--- src/rtl/fetch_queue.sv ---
// Instruction-fetch front end: sequential PC generation, imem request issue,
// in-order prefetch queue to ID. Optional same-cycle bypass: FETCH_QUEUE_BYPASS_EN.
module fetch_queue #(
  parameter int ADDR_W = 32,
  parameter int DATA_W = 32,
  parameter int DEPTH  = 4,
  parameter logic [ADDR_W-1:0] RESET_PC = '0
) (
  input  logic              clk,
  input  logic              rst_n,
  input  logic              redirect_valid,
  input  logic [ADDR_W-1:0] redirect_pc,
  output logic              imem_req_valid,
  input  logic              imem_req_ready,
  output logic [ADDR_W-1:0] imem_addr,
  input  logic              imem_rsp_valid,
  input  logic [DATA_W-1:0] imem_rsp_data,
  output logic              id_valid,
  input  logic              id_ready,
  output logic [DATA_W-1:0] id_inst,
  output logic [ADDR_W-1:0] id_pc,
  output logic [ADDR_W-1:0] id_pcnext,
  output logic [$clog2(DEPTH):0] fq_count,
  output logic              rsp_err
);

  localparam int AW = $clog2(DEPTH);
  localparam int CW = AW + 1;
  localparam logic [ADDR_W-1:0] STEP = ADDR_W'(4);

  logic [ADDR_W-1:0] fpc_q, fpc_d;
  logic [ADDR_W-1:0] rpc_q, rpc_d;
  logic [CW-1:0]     out_q, out_d;
  logic [CW-1:0]     drop_q, drop_d;
  logic [CW-1:0]     cnt_q, cnt_d;
  logic [AW-1:0]     head_q, head_d;
  logic [AW-1:0]     tail_q, tail_d;
  logic              err_q, err_d;
  logic [DATA_W-1:0] last_inst_q, last_inst_d;
  logic [ADDR_W-1:0] last_pc_q, last_pc_d;

  logic [DATA_W-1:0] inst_mem [DEPTH];
  logic [ADDR_W-1:0] pc_mem   [DEPTH];

  logic credit, req_fire, rsp_live, rsp_keep;
  logic q_empty, byp, pop, pop_q, byp_take, push;

  assign credit = ({1'b0, cnt_q} + {1'b0, out_q}) < (CW+1)'(DEPTH);
  assign imem_req_valid = rst_n && !redirect_valid && credit;
  assign imem_addr = fpc_q;
  assign req_fire = imem_req_valid && imem_req_ready;

  // A response with nothing in flight is spurious and only flags rsp_err.
  assign rsp_live = imem_rsp_valid && (out_q != '0);
  assign rsp_keep = rsp_live && (drop_q == '0) && !redirect_valid;
  assign q_empty = (cnt_q == '0);

`ifdef FETCH_QUEUE_BYPASS_EN
  assign byp = q_empty && rsp_keep;
`else
  assign byp = 1'b0;
`endif

  assign id_valid = !q_empty || byp;

  always_comb begin
    id_inst = last_inst_q;
    id_pc = last_pc_q;
    if (!q_empty) begin
      id_inst = inst_mem[head_q];
      id_pc = pc_mem[head_q];
    end else if (byp) begin
      id_inst = imem_rsp_data;
      id_pc = rpc_q;
    end
  end

  assign id_pcnext = id_pc + STEP;
  assign fq_count = cnt_q;
  assign rsp_err = err_q;

  assign pop = id_valid && id_ready && !redirect_valid;
  assign pop_q = pop && !q_empty;
  assign byp_take = pop && q_empty;
  assign push = rsp_keep && !byp_take;

  always_comb begin
    fpc_d = fpc_q;
    rpc_d = rpc_q;
    drop_d = drop_q;
    cnt_d = cnt_q;
    head_d = head_q;
    tail_d = tail_q;
    last_inst_d = last_inst_q;
    last_pc_d = last_pc_q;
    out_d = out_q + CW'(req_fire) - CW'(rsp_live);
    err_d = err_q || (imem_rsp_valid && out_q == '0);
    if (redirect_valid) begin
      fpc_d = redirect_pc;
      rpc_d = redirect_pc;
      head_d = '0;
      tail_d = '0;
      cnt_d = '0;
      // drop_q is a subset of out_q, so every response still in flight
      // after this edge belongs to a squashed path.
      drop_d = out_q - CW'(rsp_live);
    end else begin
      if (req_fire) fpc_d = fpc_q + STEP;
      if (rsp_live && drop_q != '0) drop_d = drop_q - CW'(1);
      if (push || byp_take) rpc_d = rpc_q + STEP;
      if (push) tail_d = tail_q + AW'(1);
      if (pop_q) head_d = head_q + AW'(1);
      cnt_d = cnt_q + CW'(push) - CW'(pop_q);
      if (pop) begin
        last_inst_d = id_inst;
        last_pc_d = id_pc;
      end
    end
  end

  always_ff @(posedge clk or negedge rst_n) begin
    if (!rst_n) begin
      fpc_q <= RESET_PC;
      rpc_q <= RESET_PC;
      out_q <= '0;
      drop_q <= '0;
      cnt_q <= '0;
      head_q <= '0;
      tail_q <= '0;
      err_q <= 1'b0;
      last_inst_q <= '0;
      last_pc_q <= '0;
    end else begin
      fpc_q <= fpc_d;
      rpc_q <= rpc_d;
      out_q <= out_d;
      drop_q <= drop_d;
      cnt_q <= cnt_d;
      head_q <= head_d;
      tail_q <= tail_d;
      err_q <= err_d;
      last_inst_q <= last_inst_d;
      last_pc_q <= last_pc_d;
    end
  end

  always_ff @(posedge clk) begin
    if (push) begin
      inst_mem[tail_q] <= imem_rsp_data;
      pc_mem[tail_q] <= rpc_q;
    end
  end

endmodule

--- config.mk ---
export PLATFORM = sky130hd
export DESIGN_NAME = fetch_queue
export DESIGN_NICKNAME = d
export VERILOG_FILES = /design/src/rtl/fetch_queue.sv
export SDC_FILE = /design/constraint.sdc
export NUM_CORES = 1
export LEC_CHECK = 0
export BUFFER_PORTS_ARGS = -buffer_cell sky130_fd_sc_hd__buf_2
export CAP_MARGIN = 10
export CORE_MARGIN = 2
export CORE_UTILIZATION = 45
export CTS_BUF_LIST = sky130_fd_sc_hd__clkbuf_8 sky130_fd_sc_hd__clkbuf_16
export DETAILED_ROUTE_END_ITERATION = 16
export RECOVER_POWER = 100
export SYNTH_ARGS = -nofsm -noshare
export SYNTH_HDL_FRONTEND = slang
export SYNTH_SLANG_ARGS = --single-unit
--- constraint.sdc ---
create_clock -name clk -period 4.45 [get_ports clk]
set_input_delay 0.6675 -clock clk [delete_from_list [all_inputs] [get_ports clk]]
set_output_delay 0.6675 -clock clk [all_outputs]
set_load 0.02 [all_outputs]
==> results of run 1 <==
==> layer usage <==
layer  global-route usage  up-vias  wire (um)
met5                    0        -          0
met4              0.05226        0        646
met3              0.03288       43       1952
met2               0.3081      311      18280
met1               0.2834     5405      18480
li1                     -     5008          -
==> power breakdown <==
group	total, uW	internal, uW	leakage [uW]	switching, uW
registers	4820	4420	0.00407	402
logic	5240	1730	0.00272	3510
clock network	3480	2070	0.000742	1400
total	13500	8230	0.00753	5310
==> timing repair <==
| action | in CTS | in global routing |
|---|---|---|
| gates resized for setup | 0 | 1 |
| hold buffers | 0 | 0 |
| endpoints found under the setup margin | 0 | 2 |
==> cell type report <==
cell class                 instances  area (sq um)
clock buffer                      47          1142
sequential                       398         11250
tap                              518         648.1
antenna                            1         2.502
clock inverter                    32         256.5
timing repair buffer             222         954.7
fill                            3385         18370
inverter                          31         116.4
multi-input combinational        744          5822
==> kinds of logic after synthesis <==
family                   synth area share
AO/OA/AOI/OAI                     0.04298
XOR/XNOR                          0.03493
adder cells (fa/ha/maj)           0.01440
buffers and inverters             0.02595
flip-flops                         0.6403
multiplexers                       0.1328
AND/OR/NAND/NOR                    0.1086
==> state kept, by name, summed over array words and instances, names as in the netlist <==
| register | cells |
|---|---|
| head_q | 2 |
| pc_mem | 128 |
| drop_q | 3 |
| rsp_err | 1 |
| inst_mem | 128 |
| last_pc_q | 32 |
| last_inst_q | 32 |
| tail_q | 2 |
| rpc_q | 32 |
| out_q | 3 |
| fq_count | 3 |
| imem_addr | 32 |
==> cells in the mapped netlist (4+ instances only) <==
cell      number  area, sq um
nand4_1       21        131.4
xnor2_1       38        332.8
and4_1         7        61.31
buf_4          6        45.04
edfxtp_1     256         7687
mux4_2        52         1171
clkbuf_1      27        101.4
nor4_2         4        50.05
mux2i_1        9        90.09
o311ai_0       8        70.07
mux4_1        12        315.3
o211ai_1       8        60.06
nor3_1        10        50.05
buf_6          7        78.83
o21ai_0       48        240.2
xor2_1        32        280.3
nor2_1        36        135.1
a21oi_1       19        95.09
nand3b_1       5        37.54
o311ai_1       8        70.07
nand3_1       40        200.2
nand2_1      228        855.8
and3_1        20        125.1
buf_2         12        60.06
o21ai_1        6        30.03
mux2_2        63        709.4
a31oi_1       11        68.82
inv_1         29        108.9
dfrtp_1      142         3553
ha_1          17        212.7
nor2b_1        4        25.02
buf_1          7        26.28
==> worst register-to-register path: cells and delay by family, from the launching register on <==
family | cells | cell delay (ns)
compound gates | 2 | 0.24
fa+ha+maj | 1 | 0.31
buf+inv | 2 | 0.89
flops | 1 | 0.45
simple gates | 5 | 2.16
==> worst min-delay path by stage <==
| stage | startpoint | to | slack (ns) | cells after the start |
|---|---|---|---|---|
| floorplan | rst_n | drop_q[0] | 0.37 | 0 |
| global placement | rsp_err | rsp_err | 0.46 | 1 |
| detailed placement | rsp_err | rsp_err | 0.45 | 1 |
| CTS | rst_n | imem_addr[21] | 0.25 | 2 |
| global route | redirect_pc[0] | rpc_q[0] | 0.36 | 3 |
| finish | redirect_pc[0] | rpc_q[0] | 0.36 | 3 |
==> stage by stage <==
stage / total power [uW] / instances / util / setup WS [ns] / instance area, sq um
6_report: 13540 / 1993 / 0.5236 / 0.2914 / 20190
5_1_grt: 14340 / 1993 / 0.5236 / 0.008780 / 20190
3_5_place_dp: 10440 / 1913 / 0.4956 / 0.7399 / 19110
2_1_floorplan: 8681 / 1234 / - / 0.08055 / 17550
4_1_cts: 13960 / 1992 / 0.5319 / 0.1394 / 20510
3_3_place_gp: 10380 / 1913 / 0.4956 / 0.7575 / 19110
==> reports/results.md, run 1 <==
| Parameter | This run | Unit |
|:---|:---|:---|
| Critical Path Start | head_q[0] | - |
| Cells after Synth | 1234 | - |
| Remaining Overflow, GRT | 0 | - |
| Residual DRC count | 0 | - |
| Via count of the first global-routing pass | 10820 | - |
| Port Buffer Count | 203 | - |
| Detailed-route wire length | 39.36 | mm |
| Setup slack, reg-to-reg | 0.30 | ns |
| Final cycle utilization of the critical path | 0.9345 | - |
| Cell Rows | 72 | - |
| WL per Instance | 19.75 | um |
| Global-route wire length before repair | 61.77 | mm |
| Insertion delay to the later sink of the worst-skew pair | 0.55 | ns |
| Classification of the worst setup path | register to output port | - |
| TritonCTS Sinks | 398 | - |
| Max-slew headroom at the worst pin | -0.6716 | - |
| Pre-Repair DR Iteration Count | 4 | - |
| Antenna Violating Nets Remaining | 0 | - |
| Reg-to-Reg End | imem_addr[23] | - |
| Most common cell after layout, fill and taps aside | edfxtp_1 | - |
| Count of endpoints failing setup in the final report | 0 | - |
| WP data arrival | 3.49 | ns |
| Max clock buf depth | 3 | - |
| Most used cells in the layout excluding fill and tap cells | 256 x edfxtp_1, 228 x nand2_1, 154 x clkbuf_1, 140 x dfrtp_1, 60 x mux2_2 | - |
| Highest net fanout along the worst path | 28 | - |
| Launch instance of the worst register-to-register path | fq_count[2] | - |
| Post-DR vias/cell | 5.402 | - |
| Required time of the critical path | 3.78 | ns |
| Outcome | finished with violations | - |
| Die height | 201.5 | um |
| Total Negative Setup Slacks | 0 | ns |
| Most used flip-flop cell after synthesis | edfxtp_1 | - |
| Post-synthesis sequential area ratio | 0.6403 | - |
| Nature of the critical path startpoint | register | - |
| Worst-margin pin slew | 2.507 | ns |
| I/O pin count | 204 | - |
| Net count after synthesis | 1323 | - |
| Number of antenna violations at the first check in global routing | 1 | - |
| Endpoint of the most critical setup path | id_pcnext[28] | - |
| Count of routing violations after the opening detailed-route iteration | 657 | - |
| Layout Skew | 0.02052 | ns |
| Flip-flop and latch count after synthesis | 398 | - |
| Number of nets at the end of the flow | 1529 | - |
| RSZ-0062 raised after global routing | false | - |
| Dpl hpwl | 25.78 | mm |
| Crit path buf inv count | 2 | - |
| Async set or reset register ratio after synthesis | 0.3568 | - |
| Die outline area | 40610 | sq um |
| Die Span X | 201.5 | um |
| Syn Area/Cell | 14.23 | sq um |
| Final critical path time including I/O delays and setup | 4.159 | ns |
| Peak ir drop on the vdd network | 304.8 | uV |
| Cell Pwr Density | 670.7 | nW/um^2 |
| Share of post-route cells with drive strength above 1 | 0.1791 | - |
| Violated checks | max-capacitance violations, max-slew violations | - |
| Root buffer cell | clkbuf_16 | - |
| Routability congestion estimate from global placement | 0.8306 | - |
| Post-CTS setup-driven buffer insertion count | 0 | - |
| Static leakage | 0.007534 | uW |
| Number of cells traversed by the worst register-to-register path | 10 | - |
| Clock transition at the registers of the reported paths | 0.06 | ns |
| Cell Area, Synth | 17550 | sq um |
| Worst hold-check slack | 0.3577 | ns |
| Highest-delay cell along the critical path | dfrtp_4 | - |
| CTS tree | yes | - |
| Cell-by-cell trace of the critical path | buf_6, mux4_2, mux2_1, a21boi_1, and3_1, nand3_1, xnor2_1, clkbuf_1 | - |
| Synth warnings | 0 | - |
| Layout overhead on the synthesized area | 15.00 | % |
| Type of the worst min-delay path | primary input to register | - |
| Floorplan Core Area | 38560 | sq um |
| Vias | 10770 | - |
| Biggest cell delay along the critical path | 0.69 | ns |
| Number of CTS-inserted buffers | 43 | - |
| Count of unique library cells instantiated by Yosys | 61 | - |
| Peak Freq | 240.5 | MHz |
| Top Family by Delay on Critical Path | multiplexers | - |
| Count of cell instances traversed by the critical path | 8 | - |
| Number of flops mapped to enable cells by yosys | 256 | - |
| Global router's overall resource usage | 0.1955 | - |
| Max H-tree Level | 2 | - |
| Largest net degree at the start of global routing | 76 | - |
| Crit. End Element | output port | - |
| Number of endpoints with negative hold slack in the final report | 0 | - |
| Starting density of the core | 0.4553 | - |
| Max-cap violation count | 8 | - |
| Final slew viol count | 469 | - |
Power figures use the tool's default switching activity.
==> run 2: changes to the inputs <==
BUFFER_PORTS_ARGS = -buffer_cell sky130_fd_sc_hd__buf_4   (was -buffer_cell sky130_fd_sc_hd__buf_2)
CELL_PAD_IN_SITES_DETAIL_PLACEMENT = 1   (was unset)
CELL_PAD_IN_SITES_GLOBAL_PLACEMENT = 2   (was unset)
CORE_UTILIZATION = 41   (was 45)
PLACE_DENSITY_LB_ADDON = 0.1   (was unset)
==> run 2 against run 1 <==
Fmax increased by 0.45%. Utilization decreased by 3.9 points. First-iteration DRC count decreased by 10%. The run still ends with max-capacitance violations, max-slew violations left. Register-to-register slack improved by 0.26 ns. Hold slack got worse by 0.030 ns. Critical endpoint is now id_pcnext[24].
==> reports/results.md, run 2 (same netlist as run 1, synthesis figures left out) <==
| Parameter | This run | Unit | Delta |
|:---|:---|:---|:---|
| Number of CTS-inserted buffers | 44 | - | was 43 |
| Crit path buf inv count | 3 | - | was 2 |
| Max clock buf depth | 3 | - | unchanged |
| Port Buffer Count | 203 | - | unchanged |
| Highest net fanout along the worst path | 17 | - | was 28 |
| Die height | 210.9 | um | was 201.5 um |
| Most used cells in the layout excluding fill and tap cells | 256 x edfxtp_1, 228 x nand2_1, 145 x clkbuf_1, 140 x dfrtp_1, 66 x buf_4 | - | was 256 x edfxtp_1, 228 x nand2_1, 154 x clkbuf_1, 140 x dfrtp_1, 60 x mux2_2 |
| Post-CTS setup-driven buffer insertion count | 0 | - | unchanged |
| Number of endpoints with negative hold slack in the final report | 0 | - | unchanged |
| TritonCTS Sinks | 398 | - | unchanged |
| Type of the worst min-delay path | primary input to register | - | unchanged |
| Classification of the worst setup path | register to output port | - | unchanged |
| Dpl hpwl | 29.79 | mm | was 25.78 mm |
| Area occupied by multi-input gates | 5803 | sq um | was 5822 sq um |
| Routability congestion estimate from global placement | 0.7709 | - | was 0.8306 |
| Via count of the first global-routing pass | 11640 | - | was 10820 |
| Min-Delay Path Depth | 2 | - | was 3 |
| Largest net degree at the start of global routing | 76 | - | unchanged |
| WL per Instance | 21.99 | um | was 19.75 um |
| Nature of the critical path startpoint | register | - | unchanged |
| Biggest cell delay along the critical path | 0.46 | ns | was 0.69 ns |
| Layout Skew | 0.01897 | ns | was 0.02052 ns |
| Reg-to-Reg End | imem_addr[18] | - | was imem_addr[23] |
| Final Non-Filler Cells | 2022 | - | was 1993 |
| Cell Pwr Density | 678.3 | nW/um^2 | was 670.7 nW/um^2 |
| Hold Path End | rsp_err | - | was rpc_q[0] |
| Max H-tree Level | 2 | - | unchanged |
| RSZ-0062 raised after global routing | false | - | unchanged |
| Share of post-route cells with drive strength above 1 | 0.1902 | - | was 0.1791 |
| CTS tree | yes | - | unchanged |
| Pre-Repair DR Iteration Count | 4 | - | unchanged |
| Number of nets at the end of the flow | 1536 | - | was 1529 |
| Number of cells traversed by the worst register-to-register path | 10 | - | unchanged |
| Max-cap violation count | 4 | - | was 8 |
| Die outline area | 44490 | sq um | was 40610 sq um |
| Remaining Overflow, GRT | 0 | - | unchanged |
| WP data arrival | 3.47 | ns | was 3.49 ns |
| Highest-delay cell along the critical path | dfrtp_1 | - | was dfrtp_4 |
| Largest registers | inst_mem x128, pc_mem x128 | - | unchanged |
| Cell-by-cell trace of the critical path | nor3_4, clkinv_2, clkbuf_2, mux2_1, nand4_4, nor3b_2, nand3_1, xnor2_1, clkbuf_1 | - | was buf_6, mux4_2, mux2_1, a21boi_1, and3_1, nand3_1, xnor2_1, clkbuf_1 |
| Fillcell total | 4275 | - | was 3385 |
| Layout overhead on the synthesized area | 16.26 | % | was 15.00% |
| Final slew viol count | 190 | - | was 469 |
| Worst setup margin | 0.3101 | ns | was 0.2914 ns |
| Static leakage | 0.007629 | uW | was 0.007534 uW |
| Peak Freq | 241.6 | MHz | was 240.5 MHz |
| Final cycle utilization of the critical path | 0.9303 | - | was 0.9345 |
| Max-slew headroom at the worst pin | -0.6990 | - | was -0.6716 |
| Floorplan Core Area | 42130 | sq um | was 38560 sq um |
| Min-delay src | imem_rsp_valid | - | was redirect_pc[0] |
| Launch instance of the worst register-to-register path | out_q[2] | - | was fq_count[2] |
| Final antenna diode count | 0 | - | was 1 |
| Global router's overall resource usage | 0.2039 | - | was 0.1955 |
| Top Family by Delay on Critical Path | simple AND/OR/NAND/NOR gates | - | was multiplexers |
| Number of antenna violations at the first check in global routing | 0 | - | was 1 |
| Count of routing violations after the opening detailed-route iteration | 590 | - | was 657 |
| Starting density of the core | 0.4166 | - | was 0.4553 |
| Clock transition at the registers of the reported paths | 0.06 | ns | about the same |
| Antenna Violating Nets Remaining | 0 | - | unchanged |
| Total Negative Setup Slacks | 0 | ns | unchanged |
| Final core area utilization | 0.4844 | - | was 0.5236 |
| Outcome | finished with violations | - | unchanged |
| Residual DRC count | 0 | - | unchanged |
| Sequential Area | 11250 | sq um | unchanged |
| Worst-margin pin slew | 2.548 | ns | was 2.507 ns |
| Violated checks | max-capacitance violations, max-slew violations | - | unchanged |
| Crit. End Element | output port | - | unchanged |
| Die Span X | 210.9 | um | was 201.5 um |
| Root buffer cell | clkbuf_16 | - | unchanged |
| Detailed-route wire length | 44.46 | mm | was 39.36 mm |
| Peak ir drop on the vdd network | 270.5 | uV | was 304.8 uV |
| Vias | 10980 | - | was 10770 |
| Insertion delay to the later sink of the worst-skew pair | 0.56 | ns | was 0.55 ns |
| Post-DR vias/cell | 5.428 | - | was 5.402 |
| Required time of the critical path | 3.78 | ns | about the same |
| Number of placed instances, taps included | 1940 | - | was 1913 |
| Setup slack, reg-to-reg | 0.56 | ns | was 0.30 ns |
| Count of endpoints failing setup in the final report | 0 | - | unchanged |
| Most common cell after layout, fill and taps aside | edfxtp_1 | - | unchanged |
| Global-route wire length before repair | 69.48 | mm | was 61.77 mm |
| Final critical path time including I/O delays and setup | 4.140 | ns | was 4.159 ns |
| I/O pin count | 204 | - | unchanged |
| Cell Rows | 75 | - | was 72 |
| Post-place setup slack | 0.7890 | ns | was 0.7399 ns |
-- run 2: cell count changes in the layout (fill, tap and decap cells not counted), sizes merged, moves of 2 or more --
cell	delta
buf	+9
clkinv	+3
clkinvlp	+2
inv	-3
-- run 2: power breakdown --
group          switching, uW  internal (uW)
registers                394           4410
logic                   3630           1850
clock network           1490           2070
total                   5510           8330
-- run 2: cell type report --
type / instances / area share
Clock buffer: 49 / 0.05732
Sequential cell: 398 / 0.5510
Clock inverter: 33 / 0.01281
Inverter: 31 / 0.005763
Multi-Input combinational cell: 744 / 0.2843
Timing Repair Buffer: 228 / 0.05567
Tap cell: 539 / 0.03305
-- run 2: through the flow --
step	cell area, sq um	total power, uW	hold slack, ns
final	20410	13840	0.3282
after global routing	20410	14670	0.3227
after CTS	21120	14700	0.2643
after detailed placement	19690	11090	0.4550
after global placement	19690	10990	0.4422
after floorplan	17550	8681	0.3719
-- run 2: worst max-delay path by stage --
stage / cells after the start / slack [ns] / end / start
floorplan: 13 / 0.08 / id_pcnext[16] / fq_count[1]
global placement: 8 / 0.85 / id_pcnext[26] / fq_count[1]
detailed placement: 8 / 0.79 / id_pcnext[26] / fq_count[1]
CTS: 8 / 0.15 / id_pcnext[26] / fq_count[1]
global route: 8 / 0.04 / id_pcnext[30] / head_q[0]
finish: 9 / 0.31 / id_pcnext[24] / fq_count[1]
-- run 2: repair_timing --
item / 4_1_cts / 5_1_grt
resized for setup: 0 / 1
hold buffers: 0 / 0
endpoints found under the setup margin: 0 / 2
-- run 2: per-layer routing --
layer | vias to the layer above | track usage | routed length [um]
met4 | 0 | 0.04638 | 741
met1 | 5659 | 0.3038 | 21430
met2 | 253 | 0.3180 | 20250
met5 | - | 0 | 0
met3 | 55 | 0.03033 | 2040
li1 | 5009 | - | -
